--- src/rtl/bldc_motion_sequencer_if.sv ---
// Command channel into the BLDC motion sequencer.
// A command transfers on a sys_clk edge where cmd_valid and cmd_ready are both high;
// the master holds cmd_dir/cmd_duty stable while cmd_valid is high and not yet accepted.
interface bldc_motion_sequencer_if #(
  parameter int DW = 11
);
  logic          cmd_valid;
  logic          cmd_ready;
  logic [1:0]    cmd_dir;
  logic [DW-1:0] cmd_duty;

  modport master (output cmd_valid, output cmd_dir, output cmd_duty, input cmd_ready);
  modport slave  (input cmd_valid, input cmd_dir, input cmd_duty, output cmd_ready);
endinterface

--- src/rtl/bldc_motion_sequencer.sv ---
// Command-level BLDC controller: slews driver duty toward a target, sequences
// direction reversals through ramp-down / coast / stop-wait, and latches driver faults.
module bldc_motion_sequencer #(
  parameter int clk_freq_hz         = 54_000_000,
  parameter int pwm_counter_width   = 11,
  parameter int counter_width       = 32,
  parameter int max_duty            = 1000,
  parameter int ramp_step           = 8,
  parameter int ramp_period_us      = 10,
  parameter int stop_rpm            = 30,
  parameter int stop_timeout_cycles = 54_000_000
) (
  input  logic                         sys_clk,
  input  logic                         reset_n,
  bldc_motion_sequencer_if.slave       cmd,
  input  logic [counter_width-1:0]     rpm,
  input  logic [2:0]                   driver_state,
  input  logic                         fault_clear,
  output logic                         drv_enable,
  output logic [1:0]                   drv_direction,
  output logic [pwm_counter_width-1:0] drv_duty,
  output logic [2:0]                   state,
  output logic                         stop_timeout
);

  localparam int DW      = pwm_counter_width;
  localparam int TICK_P  = clk_freq_hz / 1_000_000 * ramp_period_us;
  localparam int TICK_W  = $clog2(TICK_P + 1);
  localparam int TO_W    = $clog2(stop_timeout_cycles + 1);

  localparam logic [TICK_W-1:0]        TICK_LAST = TICK_W'(TICK_P - 1);
  localparam logic [TO_W-1:0]          TO_LAST   = TO_W'(stop_timeout_cycles - 1);
  localparam logic [DW-1:0]            MAX_D     = DW'(max_duty);
  localparam logic [DW-1:0]            STEP_D    = DW'(ramp_step);
  localparam logic [counter_width-1:0] STOP_RPM  = counter_width'(stop_rpm);
  localparam logic [2:0]               DRV_ERR   = 3'd3;
  localparam logic [1:0]               DIR_NONE  = 2'd0;
  localparam logic [1:0]               DIR_CW    = 2'd1;
  localparam logic [1:0]               DIR_CCW   = 2'd2;

  typedef enum logic [2:0] {
    S_IDLE      = 3'd0,
    S_RAMP_UP   = 3'd1,
    S_HOLD      = 3'd2,
    S_RAMP_DOWN = 3'd3,
    S_WAIT_STOP = 3'd4,
    S_FAULT     = 3'd5
  } state_t;

  state_t              state_q, state_d;
  logic                en_q, en_d;
  logic [1:0]          dir_q, dir_d;
  logic [DW-1:0]       duty_q, duty_d;
  logic [DW-1:0]       target_q, target_d;
  logic                pend_v_q, pend_v_d;
  logic [1:0]          pend_dir_q, pend_dir_d;
  logic [DW-1:0]       pend_duty_q, pend_duty_d;
  logic [TICK_W-1:0]   tick_cnt_q, tick_cnt_d;
  logic [TO_W-1:0]     to_cnt_q, to_cnt_d;
  logic                stop_seen_q, stop_seen_d;
  logic                timeout_q, timeout_d;

  logic                cmd_ready_w;
  logic                tick;
  logic                accept;
  logic                cmd_stop;
  logic [DW-1:0]       duty_c;
  logic                run_upd;

  always_ff @(posedge sys_clk or negedge reset_n) begin
    if (!reset_n) begin
      state_q     <= S_IDLE;
      en_q        <= 1'b0;
      dir_q       <= DIR_NONE;
      duty_q      <= '0;
      target_q    <= '0;
      pend_v_q    <= 1'b0;
      pend_dir_q  <= DIR_NONE;
      pend_duty_q <= '0;
      tick_cnt_q  <= '0;
      to_cnt_q    <= '0;
      stop_seen_q <= 1'b0;
      timeout_q   <= 1'b0;
    end else begin
      state_q     <= state_d;
      en_q        <= en_d;
      dir_q       <= dir_d;
      duty_q      <= duty_d;
      target_q    <= target_d;
      pend_v_q    <= pend_v_d;
      pend_dir_q  <= pend_dir_d;
      pend_duty_q <= pend_duty_d;
      tick_cnt_q  <= tick_cnt_d;
      to_cnt_q    <= to_cnt_d;
      stop_seen_q <= stop_seen_d;
      timeout_q   <= timeout_d;
    end
  end

  always_comb begin
    state_d     = state_q;
    en_d        = en_q;
    dir_d       = dir_q;
    duty_d      = duty_q;
    target_d    = target_q;
    pend_v_d    = pend_v_q;
    pend_dir_d  = pend_dir_q;
    pend_duty_d = pend_duty_q;
    timeout_d   = timeout_q;
    to_cnt_d    = '0;
    stop_seen_d = 1'b0;
    run_upd     = 1'b0;

    tick       = (tick_cnt_q == TICK_LAST);
    tick_cnt_d = tick ? '0 : tick_cnt_q + 1'b1;

    accept   = cmd.cmd_valid && cmd_ready_w;
    cmd_stop = !(cmd.cmd_dir == DIR_CW || cmd.cmd_dir == DIR_CCW) || (cmd.cmd_duty == '0);
    duty_c   = (cmd.cmd_duty > MAX_D) ? MAX_D : cmd.cmd_duty;

    if (driver_state == DRV_ERR && state_q != S_FAULT) begin
      state_d     = S_FAULT;
      en_d        = 1'b0;
      dir_d       = DIR_NONE;
      duty_d      = '0;
      target_d    = '0;
      pend_v_d    = 1'b0;
      pend_dir_d  = DIR_NONE;
      pend_duty_d = '0;
    end else begin
      unique case (state_q)
        S_IDLE: begin
          if (accept) timeout_d = 1'b0;
          if (accept && !cmd_stop) begin
            dir_d    = cmd.cmd_dir;
            en_d     = 1'b1;
            target_d = duty_c;
            run_upd  = 1'b1;
          end
        end
        S_RAMP_UP, S_HOLD, S_RAMP_DOWN: begin
          if (accept) begin
            timeout_d = 1'b0;
            run_upd   = 1'b1;
            if (!cmd_stop && cmd.cmd_dir == dir_q) begin
              target_d = duty_c;
              pend_v_d = 1'b0;
            end else begin
              // Reversal or stop: remember where to go once the rotor is at rest.
              pend_v_d    = 1'b1;
              pend_dir_d  = cmd_stop ? DIR_NONE : cmd.cmd_dir;
              pend_duty_d = cmd_stop ? '0 : duty_c;
              target_d    = '0;
            end
          end else if (pend_v_q && duty_q == '0) begin
            en_d    = 1'b0;
            state_d = S_WAIT_STOP;
          end else begin
            run_upd = 1'b1;
          end
        end
        S_WAIT_STOP: begin
          to_cnt_d    = to_cnt_q + 1'b1;
          stop_seen_d = (rpm < STOP_RPM);
          if (stop_seen_q || to_cnt_q == TO_LAST) begin
            if (!stop_seen_q) timeout_d = 1'b1;
            to_cnt_d    = '0;
            stop_seen_d = 1'b0;
            pend_v_d    = 1'b0;
            if (pend_v_q && pend_dir_q != DIR_NONE) begin
              dir_d    = pend_dir_q;
              en_d     = 1'b1;
              target_d = pend_duty_q;
              state_d  = S_RAMP_UP;
            end else begin
              dir_d   = DIR_NONE;
              state_d = S_IDLE;
            end
          end
        end
        S_FAULT: begin
          if (fault_clear && driver_state != DRV_ERR) state_d = S_IDLE;
        end
        default: state_d = S_IDLE;
      endcase
    end

    // The slew step sees any target written above in the same cycle.
    if (run_upd) begin
      if (tick) begin
        if (duty_d < target_d)
          duty_d = (target_d - duty_d > STEP_D) ? duty_d + STEP_D : target_d;
        else if (duty_d > target_d)
          duty_d = (duty_d - target_d > STEP_D) ? duty_d - STEP_D : target_d;
      end
      if (pend_v_d)                state_d = S_RAMP_DOWN;
      else if (duty_d < target_d)  state_d = S_RAMP_UP;
      else if (duty_d > target_d)  state_d = S_RAMP_DOWN;
      else                         state_d = S_HOLD;
    end
  end

  always_comb begin
    cmd_ready_w = 1'b0;
    if ((state_q == S_IDLE || state_q == S_RAMP_UP || state_q == S_HOLD ||
         state_q == S_RAMP_DOWN) && driver_state != DRV_ERR)
      cmd_ready_w = 1'b1;
  end

  assign cmd.cmd_ready   = cmd_ready_w;
  assign drv_enable      = en_q;
  assign drv_direction   = dir_q;
  assign drv_duty        = duty_q;
  assign state           = state_q;
  assign stop_timeout    = timeout_q;

endmodule
--- src/flat_wrapper.sv ---
// flat-port wrapper written by rule: the top's interface ports become plain ports
module bldc_motion_sequencer_flat 
#(
  parameter int clk_freq_hz         = 54_000_000,
  parameter int pwm_counter_width   = 11,
  parameter int counter_width       = 32,
  parameter int max_duty            = 1000,
  parameter int ramp_step           = 8,
  parameter int ramp_period_us      = 10,
  parameter int stop_rpm            = 30,
  parameter int stop_timeout_cycles = 54_000_000
)
  (sys_clk, reset_n, rpm, driver_state, fault_clear, drv_enable, drv_direction, drv_duty, state, stop_timeout, cmd_cmd_valid, cmd_cmd_dir, cmd_cmd_duty, cmd_cmd_ready);
  bldc_motion_sequencer_if cmd_i ();
  input  logic sys_clk;
  input  logic reset_n;
  input  logic [counter_width-1:0] rpm;
  input  logic [2:0] driver_state;
  input  logic fault_clear;
  output logic drv_enable;
  output logic [1:0] drv_direction;
  output logic [pwm_counter_width-1:0] drv_duty;
  output logic [2:0] state;
  output logic stop_timeout;
  input wire logic [$bits(cmd_i.cmd_valid)-1:0] cmd_cmd_valid;
  input wire logic [$bits(cmd_i.cmd_dir)-1:0] cmd_cmd_dir;
  input wire logic [$bits(cmd_i.cmd_duty)-1:0] cmd_cmd_duty;
  output wire logic [$bits(cmd_i.cmd_ready)-1:0] cmd_cmd_ready;
  assign cmd_i.cmd_valid = cmd_cmd_valid;
  assign cmd_i.cmd_dir = cmd_cmd_dir;
  assign cmd_i.cmd_duty = cmd_cmd_duty;
  assign cmd_cmd_ready = cmd_i.cmd_ready;
  bldc_motion_sequencer #(.clk_freq_hz(clk_freq_hz), .pwm_counter_width(pwm_counter_width), .counter_width(counter_width), .max_duty(max_duty), .ramp_step(ramp_step), .ramp_period_us(ramp_period_us), .stop_rpm(stop_rpm), .stop_timeout_cycles(stop_timeout_cycles)) u_core (.sys_clk(sys_clk), .reset_n(reset_n), .cmd(cmd_i), .rpm(rpm), .driver_state(driver_state), .fault_clear(fault_clear), .drv_enable(drv_enable), .drv_direction(drv_direction), .drv_duty(drv_duty), .state(state), .stop_timeout(stop_timeout));
endmodule
--- config.mk ---
export PLATFORM = sky130hd
export DESIGN_NAME = bldc_motion_sequencer_flat
export DESIGN_NICKNAME = d
export VERILOG_FILES = /design/src/rtl/bldc_motion_sequencer_if.sv /design/src/rtl/bldc_motion_sequencer.sv /design/src/flat_wrapper.sv
export SDC_FILE = /design/constraint.sdc
export NUM_CORES = 1
export LEC_CHECK = 0
export BUFFER_PORTS_ARGS = -buffer_cell sky130_fd_sc_hd__buf_2
export CAP_MARGIN = 10
export CORE_AREA = 4 4 122 124
export CTS_CLUSTER_SIZE = 16
export DETAILED_ROUTE_END_ITERATION = 10
export DIE_AREA = 0 0 126 128
export PLACE_DENSITY = 0.68
export SKIP_LAST_GASP = 1
export SYNTH_ARGS = -nofsm -noshare
export SYNTH_HDL_FRONTEND = slang
export SYNTH_SLANG_ARGS = --single-unit
--- constraint.sdc ---
create_clock -name sys_clk -period 6.04 [get_ports sys_clk]
set_input_delay 0.604 -clock sys_clk [delete_from_list [all_inputs] [get_ports sys_clk]]
set_output_delay 0.604 -clock sys_clk [all_outputs]
set_load 0.01 [all_outputs]
-- Word-level counts from Yosys, hierarchy flattened
Index checks and enable logic that the tools add are counted.
- logic and storage cells: 157
- bits of input ports: 52
- bits in writable memories: 0
- memories kept: 0
- flip-flop bits (word level): 80
- output and inout port bits: 19
- bits in latches: 0
- ROM bits: 0
- bitwise operators: 1
- multipliers: 0
- shifts and indexed selects: 0
- mux-type cells: 71
- $lt $le $gt $ge: 8
- reductions and logical operators: 32
- equal/unequal tests: 27
- add/subtract/negate cells: 6
- div/mod/pow operators: 0
- operator list (operator ; count):
    $mux 11 ; 20
    $mux 26 ; 3
    $pmux 11 s3 ; 1
    $lt 32x5->1 const B ; 1
    $add 26x1->26 const B ; 1
    $eq 26x26->1 const B ; 1
    $mux 3 ; 8
    $mux 1 ; 23
    $gt 11x11->1 ; 2
    $gt 11x4->1 const B ; 2
    $logic_not 11->1 ; 2
    $lt 11x11->1 ; 2
    $sub 11x11->11 ; 2
    $mux 2 ; 9
    $ne 3x1->1 const B ; 5
    $ne 4x1->1 const B ; 3
    $pmux 3 s4 ; 1
    $add 11x4->11 const B ; 1
    $gt 11x10->1 const B ; 1
    $sub 11x4->11 const B ; 1
    $add 10x1->10 const B ; 1
    $eq 10x10->1 const B ; 1
    $mux 10 ; 1
    $reduce_and 5->1 ; 2
    other kinds (26) ; 51

-- Depth between registers and ports, before layout
Gate-level depths: netlist of the first run.
- word-level depth: 23
- depth in mapped cells: 32
- depth with buffers taken out: 30

-- Worst setup path after synthesis of the first run
OpenSTA, ideal clock, no wires.
- kind: in2reg
- from: input port driver_state[0]
- to: register u_core.state_q[0], in the netlist u_core.state[0]
- required time: 5.922 ns
- stages on the path: 26
- arrival: 5.846 ns
- path buffers: 2
- setup slack: 0.076 ns
- setup time: 0.118 ns
- cell sequence: and3b_1 > clkbuf_1 > nor3b_1 > clkbuf_1 > and3_1 > a31oi_1 > nor3_1 > a22oi_1 > o21ai_0 > nand2_1 > ha_1 > nor2b_1 > o31a_4 > or3_1 > a211o_1 > a2111oi_2 > nand3_2 > or3_1 > o211ai_1 > o31ai_1 > ha_1 > nand4_1 > or4_1 > o21ai_1 > nand3_1 > a21o_1
- longest elaborated chain between the ends: 20
- elaborated cells between the ends (all ways): 47
- classes of those cells: add/sub: 4; order compare: 6; eq/ne: 7; mux: 24; reduce/logical: 6
- ends and longest elaborated chain (what ; line ; text):
    start: declaration ; flat_wrapper.sv:18 ; input logic [2:0] driver_state;
    $ne 3x2->1 ; bldc_motion_sequencer.sv:182, bldc_motion_sequencer.sv:206 ;
    $logic_and 1x1->1 ; bldc_motion_sequencer.sv:206 ; state_q == S_RAMP_DOWN) && driver_state != DRV_ERR)
    $mux 1 ; bldc_motion_sequencer.sv:205 ; if ((state_q == S_IDLE || state_q == S_RAMP_UP || state_q == S_HOLD ||
    $logic_and 1x1->1 ; bldc_motion_sequencer.sv:117 ; accept = cmd.cmd_valid && cmd_ready_w;
    $logic_and 1x1->1 ; bldc_motion_sequencer.sv:134 ; if (accept && !cmd_stop) begin
    $mux 11 ; bldc_motion_sequencer.sv:134 ;
    $pmux 11 s3 ; bldc_motion_sequencer.sv:131 ; unique case (state_q)
    $mux 11 ; bldc_motion_sequencer.sv:121 ; if (driver_state == DRV_ERR && state_q != S_FAULT) begin
    [4 not listed] ; n/a ;
    $mux 11 ; bldc_motion_sequencer.sv:191 ; if (duty_d < target_d)
    $mux 11 ; bldc_motion_sequencer.sv:190 ; if (tick) begin
    $mux 11 ; bldc_motion_sequencer.sv:189 ; if (run_upd) begin
    $gt 11x11->1 ; bldc_motion_sequencer.sv:198 ; else if (duty_d > target_d) state_d = S_RAMP_DOWN;
    $mux 1 ; bldc_motion_sequencer.sv:198 ;
    $mux 3 ; bldc_motion_sequencer.sv:197 ; else if (duty_d < target_d) state_d = S_RAMP_UP;
    $mux 3 ; bldc_motion_sequencer.sv:196 ; if (pend_v_d) state_d = S_RAMP_DOWN;
    $mux 3 ; bldc_motion_sequencer.sv:189 ;
    end signal: assignment ; bldc_motion_sequencer.sv:85 ; state_q <= state_d;
    end: declaration ; bldc_motion_sequencer.sv:50 ; state_t state_q, state_d;
Several ways; a longest one is shown, not always the timed one. The select of a mux whose other input is x is not followed.
A chain may end at the register's enable or synchronous reset.

-- Worst setup path after layout of the first run
- from: register u_core.to_cnt_q[1]
- to: register u_core.state_q[0], in the netlist u_core.state[0]
- longest elaborated chain between the ends: 17
- elaborated cells between the ends (all ways): 28
- classes of those cells: add/sub: 2; order compare: 6; eq/ne: 2; mux: 16; reduce/logical: 2
- ends and longest elaborated chain (what ; line ; text):
    start: declaration ; bldc_motion_sequencer.sv:59 ; logic [TO_W-1:0] to_cnt_q, to_cnt_d;
    start signal: assignment ; bldc_motion_sequencer.sv:94 ; to_cnt_q <= to_cnt_d;
    $eq 26x26->1 * ; bldc_motion_sequencer.sv:165 ; if (stop_seen_q || to_cnt_q == TO_LAST) begin
    $logic_or 1x1->1 * ; bldc_motion_sequencer.sv:165 ;
    $mux 11 ; bldc_motion_sequencer.sv:165 ;
    $pmux 11 s3 ; bldc_motion_sequencer.sv:131 ;
    $mux 11 ; bldc_motion_sequencer.sv:121 ;
    $sub 11x11->11 ; bldc_motion_sequencer.sv:194 ; duty_d = (duty_d - target_d > STEP_D) ? duty_d - STEP_D : target_d;
    $gt 11x4->1 ; bldc_motion_sequencer.sv:194 ;
    $mux 11 ; bldc_motion_sequencer.sv:194 ;
    $mux 11 ; bldc_motion_sequencer.sv:193 ; else if (duty_d > target_d)
    $mux 11 ; bldc_motion_sequencer.sv:191 ;
    $mux 11 ; bldc_motion_sequencer.sv:190 ;
    $mux 11 ; bldc_motion_sequencer.sv:189 ;
    $gt 11x11->1 ; bldc_motion_sequencer.sv:198 ;
    $mux 1 ; bldc_motion_sequencer.sv:198 ;
    $mux 3 ; bldc_motion_sequencer.sv:197 ;
    $mux 3 ; bldc_motion_sequencer.sv:196 ;
    $mux 3 ; bldc_motion_sequencer.sv:189 ;
Mark *: on every way between the ends. The rest lies on a longest branch, timed or not. The select of a mux whose other input is x is not followed.

==> results of run 1 <==
cell families (layout without fill, tap and decap cells):
kind of cell             count (synthesis)  after routing
AO/OA/AOI/OAI                          182            182
adder cells (fa/ha/maj)                 37             37
AND/OR/NAND/NOR                        308            308
XOR/XNOR                                45             45
flip-flops                              80             80
buffers and inverters                   66            252
multiplexers                            24             24
Yosys cell counts (all sizes together) (4+ instances only):
cell type	instances	share of area, %
a22o	8	1.1
o21a	9	1.1
dfrtp	80	33
a21o	6	0.73
o22ai	10	1.0
clkbuf	28	1.7
nor2b	9	0.91
nor4	16	1.7
ha	36	7.3
and2	12	1.2
xnor2	23	3.3
buf	5	0.65
nand3	30	2.6
a22oi	4	0.49
and3	14	1.5
xor2	22	3.1
nor3	24	2.0
mux2	8	1.5
nor2	79	4.9
nand2b	4	0.41
or3	9	0.91
a211oi	4	0.57
o211ai	8	0.98
mux2i	16	2.6
nand2	68	4.1
nand4	21	2.1
o21ai	48	4.0
or2	4	0.41
a31oi	15	1.5
a21oi	38	3.1
inv	33	2.0
or4	4	0.55
per-stage QoR:
stage	cells	TNS (ns)	hold WS [ns]	setup slack, ns
floorplan	742	0	0.308	0.0760
global placement	1082	-0.618	0.451	-0.328
global route	1108	-0.547	0.519	-0.359
CTS	1098	0	0.467	0.0398
detailed placement	1082	-0.811	0.459	-0.447
finish	1108	-0.0703	0.442	-0.0703
final timing paths:
| kind | startpoint | end | depth (start not counted) |
|---|---|---|---|
| min | reset_n | u_core.drv_direction[0] | 1 |
| max in group asynchronous | reset_n | u_core.tick_cnt_q[7] | 1 |
| max reg2reg | u_core.to_cnt_q[1] | u_core.state[0] | 26 |
| min reg2reg | u_core.tick_cnt_q[0] | u_core.tick_cnt_q[0] | 1 |
| max | u_core.to_cnt_q[1] | u_core.state[0] | 26 |
| min in group sys_clk | u_core.tick_cnt_q[0] | u_core.tick_cnt_q[0] | 1 |
state kept, by name (all words and copies together), names as in the netlist:
signal / cells
u_core.target_q: 11
u_core.pend_dir_q: 2
u_core.pend_duty_q: 11
u_core.drv_duty: 11
u_core.to_cnt_q: 26
u_core.pend_v_q: 1
u_core.drv_enable: 1
u_core.drv_direction: 2
u_core.state: 3
u_core.stop_seen_q: 1
u_core.tick_cnt_q: 10
u_core.stop_timeout: 1
power by group through the flow:
stage                     sequential, mW  clock [mW]  combinational (mW)
after floorplan                    0.675           0                1.24
after global placement             0.680           0                2.14
after detailed placement           0.681           0                2.16
after CTS                          0.672       0.563                2.23
after global routing               0.683       0.586                2.57
final                              0.675       0.552                2.35
layout make-up:
type	count	area share [%]
multi-input combinational	596	49.9
sequential	80	24.9
clock buffer	10	2.97
inverter	33	1.54
tap	180	2.80
timing repair buffer	203	17.0
clock inverter	6	0.855
per-layer routing:
metal,GRT usage [%],vias up,part of all wire [%]
met4,7.63,0,2.7
li1,-,3065,-
met1,29.6,2942,43
met3,3.75,39,6.0
met2,37.7,223,48
met5,0,-,0
repair_timing:
item                       4_1_cts  5_1_grt
pin swaps                        4       23
setup endpoints to repair        2        2
hold buffers                     0        0
gates resized for setup         12       25
buffers inserted                 0       10
==> reports/summary.txt, run 1 <==
Status: finished, violations left
Failing checks: negative setup slack
Sink count of the clock tree: 80
Top Ports: 71
CP Capture Type: register
Total gr overflow: 0
Worst Path Buf+Inv: 3
Yosys synthesis warning count: 0
Seq pwr share: 18.8%
Clock share of power: 15.4%
Vias after detailed routing: 6269
Arrival time at the worst endpoint: 6.34 ns
CTS Buf Count: 9
Layout cell share with drive strength beyond 1: 28.6%
Final setup violating endpoints: 1
Internal power: 2.07 mW
Buffers on Ports: 69
Fillers: 1254
H-Tree Depth: 3
Setup WS post-layout: -0.0703 ns
Syn_nets: 831
Final cycle utilization of the critical path: 101%
Initial antenna violation count: 0
Pwr dens: 445 nW/um^2
Die Y: 128 um
Pin count of the biggest net entering global routing: 81
Length of the first detailed-routing pass in iterations: 5
Fin area: 8050 sq um
Mux contribution to synthesized area: 4.06%
Max frequency: 0.164 GHz
Initial core utilization: 44.7%
ANT nets after route: 0
Most frequent cells in the layout: buf_4 (131), dfrtp_1 (80), nor2_1 (78)
CTS root buf: clkbuf_16
Async set-or-reset flop fraction in the synthesized netlist: 100%
Global-route wire length before repair: 29.8 mm
Worst vdd ir: 0.276 mV
DRC Markers: 0
Sw Share: 42.2%
DR vias/cell: 5.66
Clock transition at path regs: 0.06 ns
Register area: 2000 sq um
CTS tree: done
Static Leak: 3.83 nW
Synth Area in XOR/XNOR: 6.40%
Clk buf depth: 2
Instance count of the mapped netlist: 742
# diodes: 0
Cell area after placement: 7520 sq um
Drt wl/cell: 16.4 um
Max incr delay on CP: 0.54 ns
Max_cap viols: 0
Maximum fanout along the worst path: 7
Ys flop type: dfrtp_1
Total Routed Length: 18.2 mm
Simple-gate area share of the yosys netlist: 25.3%
CP startpoint kind: register
Routability cong.: 0.937
Die width: 126 um
Commonest non-fill, non-tap cell in the layout: buf_4
Gr usage total: 22.5%
Clock skew: 0.00846 ns
Mean post-synth cell area: 8.30 sq um
Register area share after synthesis: 32.5%
Initial drt markers: 618
Setup CP Type: register to register
Library cells used by synthesis: 76
DP HPWL: 14.1 mm
RSZ-0062 raised after global routing: true
Area share of fa/ha/maj cells after synthesis: 7.64%
Period minus WS final: 6.11 ns
Die area: 16100 sq um
WP data required: 6.27 ns
Synthesized area: 6160 sq um
Core Area: 13800 sq um
Area occupied by multi-input gates: 4020 sq um
Tightest Hold Check Type: input port to asynchronous set/reset pin
Number of synthesized flops with an enable pin: 0
Logic pwr share: 65.7%
# nets final: 1012
Clock Latency Late Sink: 0.33 ns
R2R setup slack: -0.07 ns
Sw Pwr: 1.51 mW
Post-synthesis register bit count: 80
Largest family of logic cells by synthesized area: simple AND/OR/NAND/NOR gates
Vias in the first global route: 6046
Synth Area in Compound Gates: 19.7%
Max-slew headroom: 24.9%
Post-layout util: 58.4%
Power Total: 3.58 mW
Max-slew violation count: 0
Family with the most delay on the worst path: simple AND/OR/NAND/NOR gates
Final Hold Fails: 0
Area grow syn2layout: 30.7%
Slew @ Worst Pin: 1.12 ns
# rows: 43
CP max-delay cell: or4_4
(Power assumes the default switching activity.)
==> run 2: changes to the inputs <==
Clock period 6.04 ns to 5.42 ns, I/O delays scaled along.
==> run 2 against run 1 <==
  * The run still ends with negative setup slack left
  * Clock power shrank 4.0%
  * Clock skew shrank 0.00093 ns
  * Sequential cell count is the same
  * Fmax grew 2.8%
  * Die area is the same
  * Via count grew 6.6%
  * Global-route usage grew 1.5 points
  * Sequential share of layout area shrank 1.8 points
  * Clock-buffer cell count grew 2
==> reports/summary.txt, run 2 (synthesis gave the netlist of run 1 again) <==
Worst setup path startpoint: u_core.to_cnt_q[1]
Max_cap viols: 0
Static Leak: 4.21 nW
Clock skew: 0.00753 ns
R2R setup slack: -0.53 ns
Status: finished, violations left
Clock transition at path regs: 0.06 ns
Pin count of the biggest net entering global routing: 81
Length of the first detailed-routing pass in iterations: 6
CP max-delay cell: or4_4
Max incr delay on CP: 0.55 ns
Sw Pwr: 1.78 mW
Global-route wire length before repair: 31.7 mm
DR vias/cell: 5.63
Internal power: 2.45 mW
Final Hold Fails: 0
Period minus WS final: 5.95 ns
Initial drt markers: 579
Initial antenna violation count: 0
ANT nets after route: 0
Setup TNS: -0.957 ns
CTS root buf: clkbuf_16
Crit path to: u_core.state[0]
Setup CP Type: register to register
Initial core utilization: 44.7%
RSZ-0062 raised after global routing: true
# nets final: 1091
# diodes: 0
Vias after detailed routing: 6681
Layout cell share with drive strength beyond 1: 34.8%
R2R Path Start: u_core.to_cnt_q[1]
Area grow syn2layout: 40.9%
Clock share of power: 12.5%
Tightest Hold Check Type: input port to asynchronous set/reset pin
Vias in the first global route: 6564
CP Capture Type: register
Setup WS pre-CTS: -0.799 ns
Clock Latency Late Sink: 0.33 ns
Reg with most FFs: u_core.to_cnt_q
Top Ports: 71
Logic pwr share: 69.8%
Power Total: 4.23 mW
CTS Buf Count: 9
Max frequency: 0.168 GHz
Maximum fanout along the worst path: 5
Largest register FFs: 26
Commonest non-fill, non-tap cell in the layout: buf_4
Worst vdd ir: 0.477 mV
Final setup violating endpoints: 2
Failing checks: negative setup slack
Clk buf depth: 2
Max-slew headroom: 26.4%
Die width: 126 um
DRC Markers: 0
H-Tree Depth: 3
CP startpoint kind: register
Arrival time at the worst endpoint: 6.17 ns
Setup WS post-layout: -0.525 ns
DP HPWL: 15.1 mm
Buffers on Ports: 69
Max-slew violation count: 0
Hold_ws: 0.379 ns
Sink count of the clock tree: 80
Routability cong.: 0.956
Most frequent cells in the layout: buf_4 (210), dfrtp_1 (80), nor2_1 (78)
R2r endpoint: u_core.state[0]
Drt wl/cell: 16.3 um
Slew @ Worst Pin: 1.10 ns
Seq pwr share: 17.6%
Sw Share: 42.1%
Total gr overflow: 0
Final cycle utilization of the critical path: 110%
Gr usage total: 24.0%
WP data required: 5.65 ns
Die area: 16100 sq um
Core Area: 13800 sq um
FF-to-FF path depth: 25
Die Y: 128 um
# rows: 43
CTS tree: done
Total Routed Length: 19.3 mm
Pwr dens: 488 nW/um^2
## run 2: cell count changes in the layout (fill, tap and decap cells not counted), sizes merged
cell | before | now
buf | 203 | 282
clkinv | 4 | 1
clkbuf | 10 | 12
bufinv | 1 | 0
clkinvlp | 1 | 2
## run 2: power by group through the flow
stage                     Clock (mW)  Combinational (mW)  Sequential [mW]
after CTS                      0.544                2.75            0.744
after global placement             0                2.61            0.754
final                          0.530                2.96            0.746
after floorplan                    0                1.41            0.754
after detailed placement           0                2.61            0.753
after global routing           0.567                3.20            0.752
## run 2: critical path, delay by kind of cell (launching register included)
kind                     cells  cell delay (ns)
flip-flops                   1             0.35
AO/OA/AOI/OAI               11             1.95
buffers and inverters        2             0.30
adder cells (fa/ha/maj)      3             0.75
AND/OR/NAND/NOR              9             2.47
## run 2: stage by stage
step / cell area (sq um) / std cells / util (%)
6_report: 8680 / 1186 / 63.0
5_1_grt: 8680 / 1186 / 63.0
4_1_cts: 8550 / 1182 / 62.1
2_1_floorplan: 6270 / 742 / -
3_3_place_gp: 8120 / 1150 / 58.9
3_5_place_dp: 8120 / 1150 / 58.9
## run 2: layer usage
metal	up-vias	part of all wire [%]	track usage [%]
li1	3221	-	-
met1	3147	43	30.2
met2	253	48	40.9
met3	60	5.9	4.21
met4	0	3.5	9.97
met5	-	0	0
## run 2: what timing repair did
action	in CTS	in global routing
setup endpoints to repair	2	2
cloned	0	0
pin swaps	7	24
buffers inserted	17	4
hold buffers	0	0
resized for setup	12	25
## run 2: how the worst min path moves through the flow
stage | cells after the start | slack (ns) | to | from
after global placement | 1 | 0.45 | u_core.tick_cnt_q[0] | u_core.tick_cnt_q[0]
after CTS | 1 | 0.42 | u_core.pend_dir_q[0] | reset_n
after detailed placement | 1 | 0.46 | u_core.tick_cnt_q[0] | u_core.tick_cnt_q[0]
final | 1 | 0.38 | u_core.pend_dir_q[1] | reset_n
after global routing | 1 | 0.46 | u_core.pend_dir_q[0] | reset_n
after floorplan | 0 | 0.25 | u_core.drv_direction[0] | reset_n
## run 2: final cells by class
class	count	area (sq um)
inverter	33	124
clock inverter	3	20.0
clock buffer	12	236
multi-input combinational	596	4090
timing repair buffer	282	1970
fill	1131	5100
tap	180	225
sequential	80	2000
==> run 3: changes to the inputs <==
Settings changed: RECOVER_POWER from default to 25.
==> run 3 against run 2 <==
  * Sequential share of layout area about the same
  * Clock-buffer cell count unchanged
  * First-iteration DRC count did not move
  * Critical endpoint unchanged
  * The run ends with max-capacitance violations, max-slew violations, negative setup slack left
  * Highest routed layer unchanged
  * Non-clock buffer count is the same
  * Cell area about the same
==> reports/summary.txt, run 3 (synthesis gave the netlist of run 1 again) <==
Slew @ Worst Pin: 4.23 ns
Core Area: 13800 sq um
CTS root buf: clkbuf_16
Final setup violating endpoints: 2
Period minus WS final: 5.95 ns
Clk buf depth: 2
CP max-delay cell: or4_4
# rows: 43
Most frequent cells in the layout: buf_4 (209), dfrtp_1 (80), nor2_1 (78)
Top Ports: 71
DR vias/cell: 5.62
Gr usage total: 24.0%
Drt wl/cell: 16.3 um
Area occupied by multi-input gates: 4090 sq um
Reg with most FFs: u_core.to_cnt_q
Status: finished, violations left
Routability cong.: 0.956
Sink count of the clock tree: 80
Setup WS post-layout: -0.527 ns
Initial antenna violation count: 0
Clock skew: 0.00753 ns
# diodes: 0
Hold-fix buffers at CTS: 0
Max-slew violation count: 81
H-Tree Depth: 3
Post-layout util: 63.0%
Clock transition at path regs: 0.06 ns
Arrival time at the worst endpoint: 6.17 ns
Initial drt markers: 579
Worst Path Buf+Inv: 2
Final cycle utilization of the critical path: 110%
Cell area after placement: 8120 sq um
CTS Buf Count: 9
Max-slew headroom: -182%
Max incr delay on CP: 0.55 ns
Commonest non-fill, non-tap cell in the layout: buf_4
Worst vdd ir: 0.477 mV
Total Routed Length: 19.3 mm
Maximum fanout along the worst path: 5
WP data required: 5.65 ns
CP startpoint kind: register
Family with the most delay on the worst path: simple AND/OR/NAND/NOR gates
Final Hold Fails: 0
Max frequency: 0.168 GHz
Vias in the first global route: 6564
Area grow syn2layout: 40.8%
CTS tree: done
Failing checks: max-capacitance violations, max-slew violations, negative setup slack
# nets final: 1091
DRC Markers: 0
DP HPWL: 15.1 mm
Pin count of the biggest net entering global routing: 81
Die area: 16100 sq um
RSZ-0062 raised after global routing: true
ANT nets after route: 0
Fillers: 1133
Power Total: 4.23 mW
CP Capture Type: register
Die width: 126 um
Pwr dens: 488 nW/um^2
Initial core utilization: 44.7%
Hold_ws: 0.460 ns
Global-route wire length before repair: 31.7 mm
Vias after detailed routing: 6660
Largest register FFs: 26
Clock Latency Late Sink: 0.33 ns
Total gr overflow: 0
Layout cell share with drive strength beyond 1: 34.7%
Static Leak: 4.20 nW
Fin area: 8670 sq um
Die Y: 128 um
Register area: 2000 sq um
Tightest Hold Check Type: input port to register
Max_cap viols: 1
Buffers on Ports: 69
Length of the first detailed-routing pass in iterations: 6
Setup CP Type: register to register
[run 3: changes by cell type in the layout (fill, tap and decap cells not counted), sizes merged]
cell    delta
buf        -1
clkbuf     +1
[run 3: worst min-delay path, stage by stage]
cell	delay, ns
buf_2	0.08
nor4_1	0.03
nand4_1	0.06
nor3_1	0.04
[run 3: repair_timing]
item / 4_1_cts / 5_1_grt
endpoints found under the hold margin: 0 / 0
pin swaps: 7 / 24
setup buffers: 17 / 4
setup endpoints to repair: 2 / 2
cloned: 0 / 0
gates resized for setup: 12 / 25
[run 3: per-stage QoR]
step | TNS [ns] | cells | worst slack (ns)
2_1_floorplan | -0.317 | 742 | -0.238
3_3_place_gp | -1.31 | 1150 | -0.677
3_5_place_dp | -1.52 | 1150 | -0.799
4_1_cts | -0.840 | 1182 | -0.498
5_1_grt | -1.43 | 1186 | -0.761
6_report | -0.959 | 1186 | -0.527
[run 3: final timing paths]
check	start	depth (start not counted)	slack, ns	to
setup / recovery	u_core.to_cnt_q[1]	25	-0.53	u_core.state[0]
hold / removal	rpm[5]	4	0.46	u_core.stop_seen_q
min in group asynchronous	reset_n	1	1.70	u_core.pend_v_q
setup reg to reg	u_core.to_cnt_q[1]	25	-0.53	u_core.state[0]
hold reg to reg	u_core.tick_cnt_q[0]	1	0.47	u_core.tick_cnt_q[0]
max in group asynchronous	reset_n	1	1.35	u_core.to_cnt_q[5]
[run 3: final cells by class]
class | count | share of cell area [%]
inverter | 33 | 1.43
multi-input combinational | 596 | 47.2
clock buffer | 12 | 2.73
sequential | 80 | 23.1
timing repair buffer | 282 | 22.7
tap | 180 | 2.60
clock inverter | 3 | 0.231
[run 3: routing by layer]
layer  up-vias  share of wire (%)  GRT usage (%)
met4         0                3.3           9.97
met1      3140                 43           30.2
li1       3221                  -              -
met3        53                5.9           4.21
met2       246                 48           40.9
met5         -                  0              0
[run 3: power breakdown]
group	internal, mW	leakage [nW]	switching [mW]
combinational	1.46	3.00	1.50
sequential	0.687	1.08	0.0592
clock	0.307	0.119	0.224
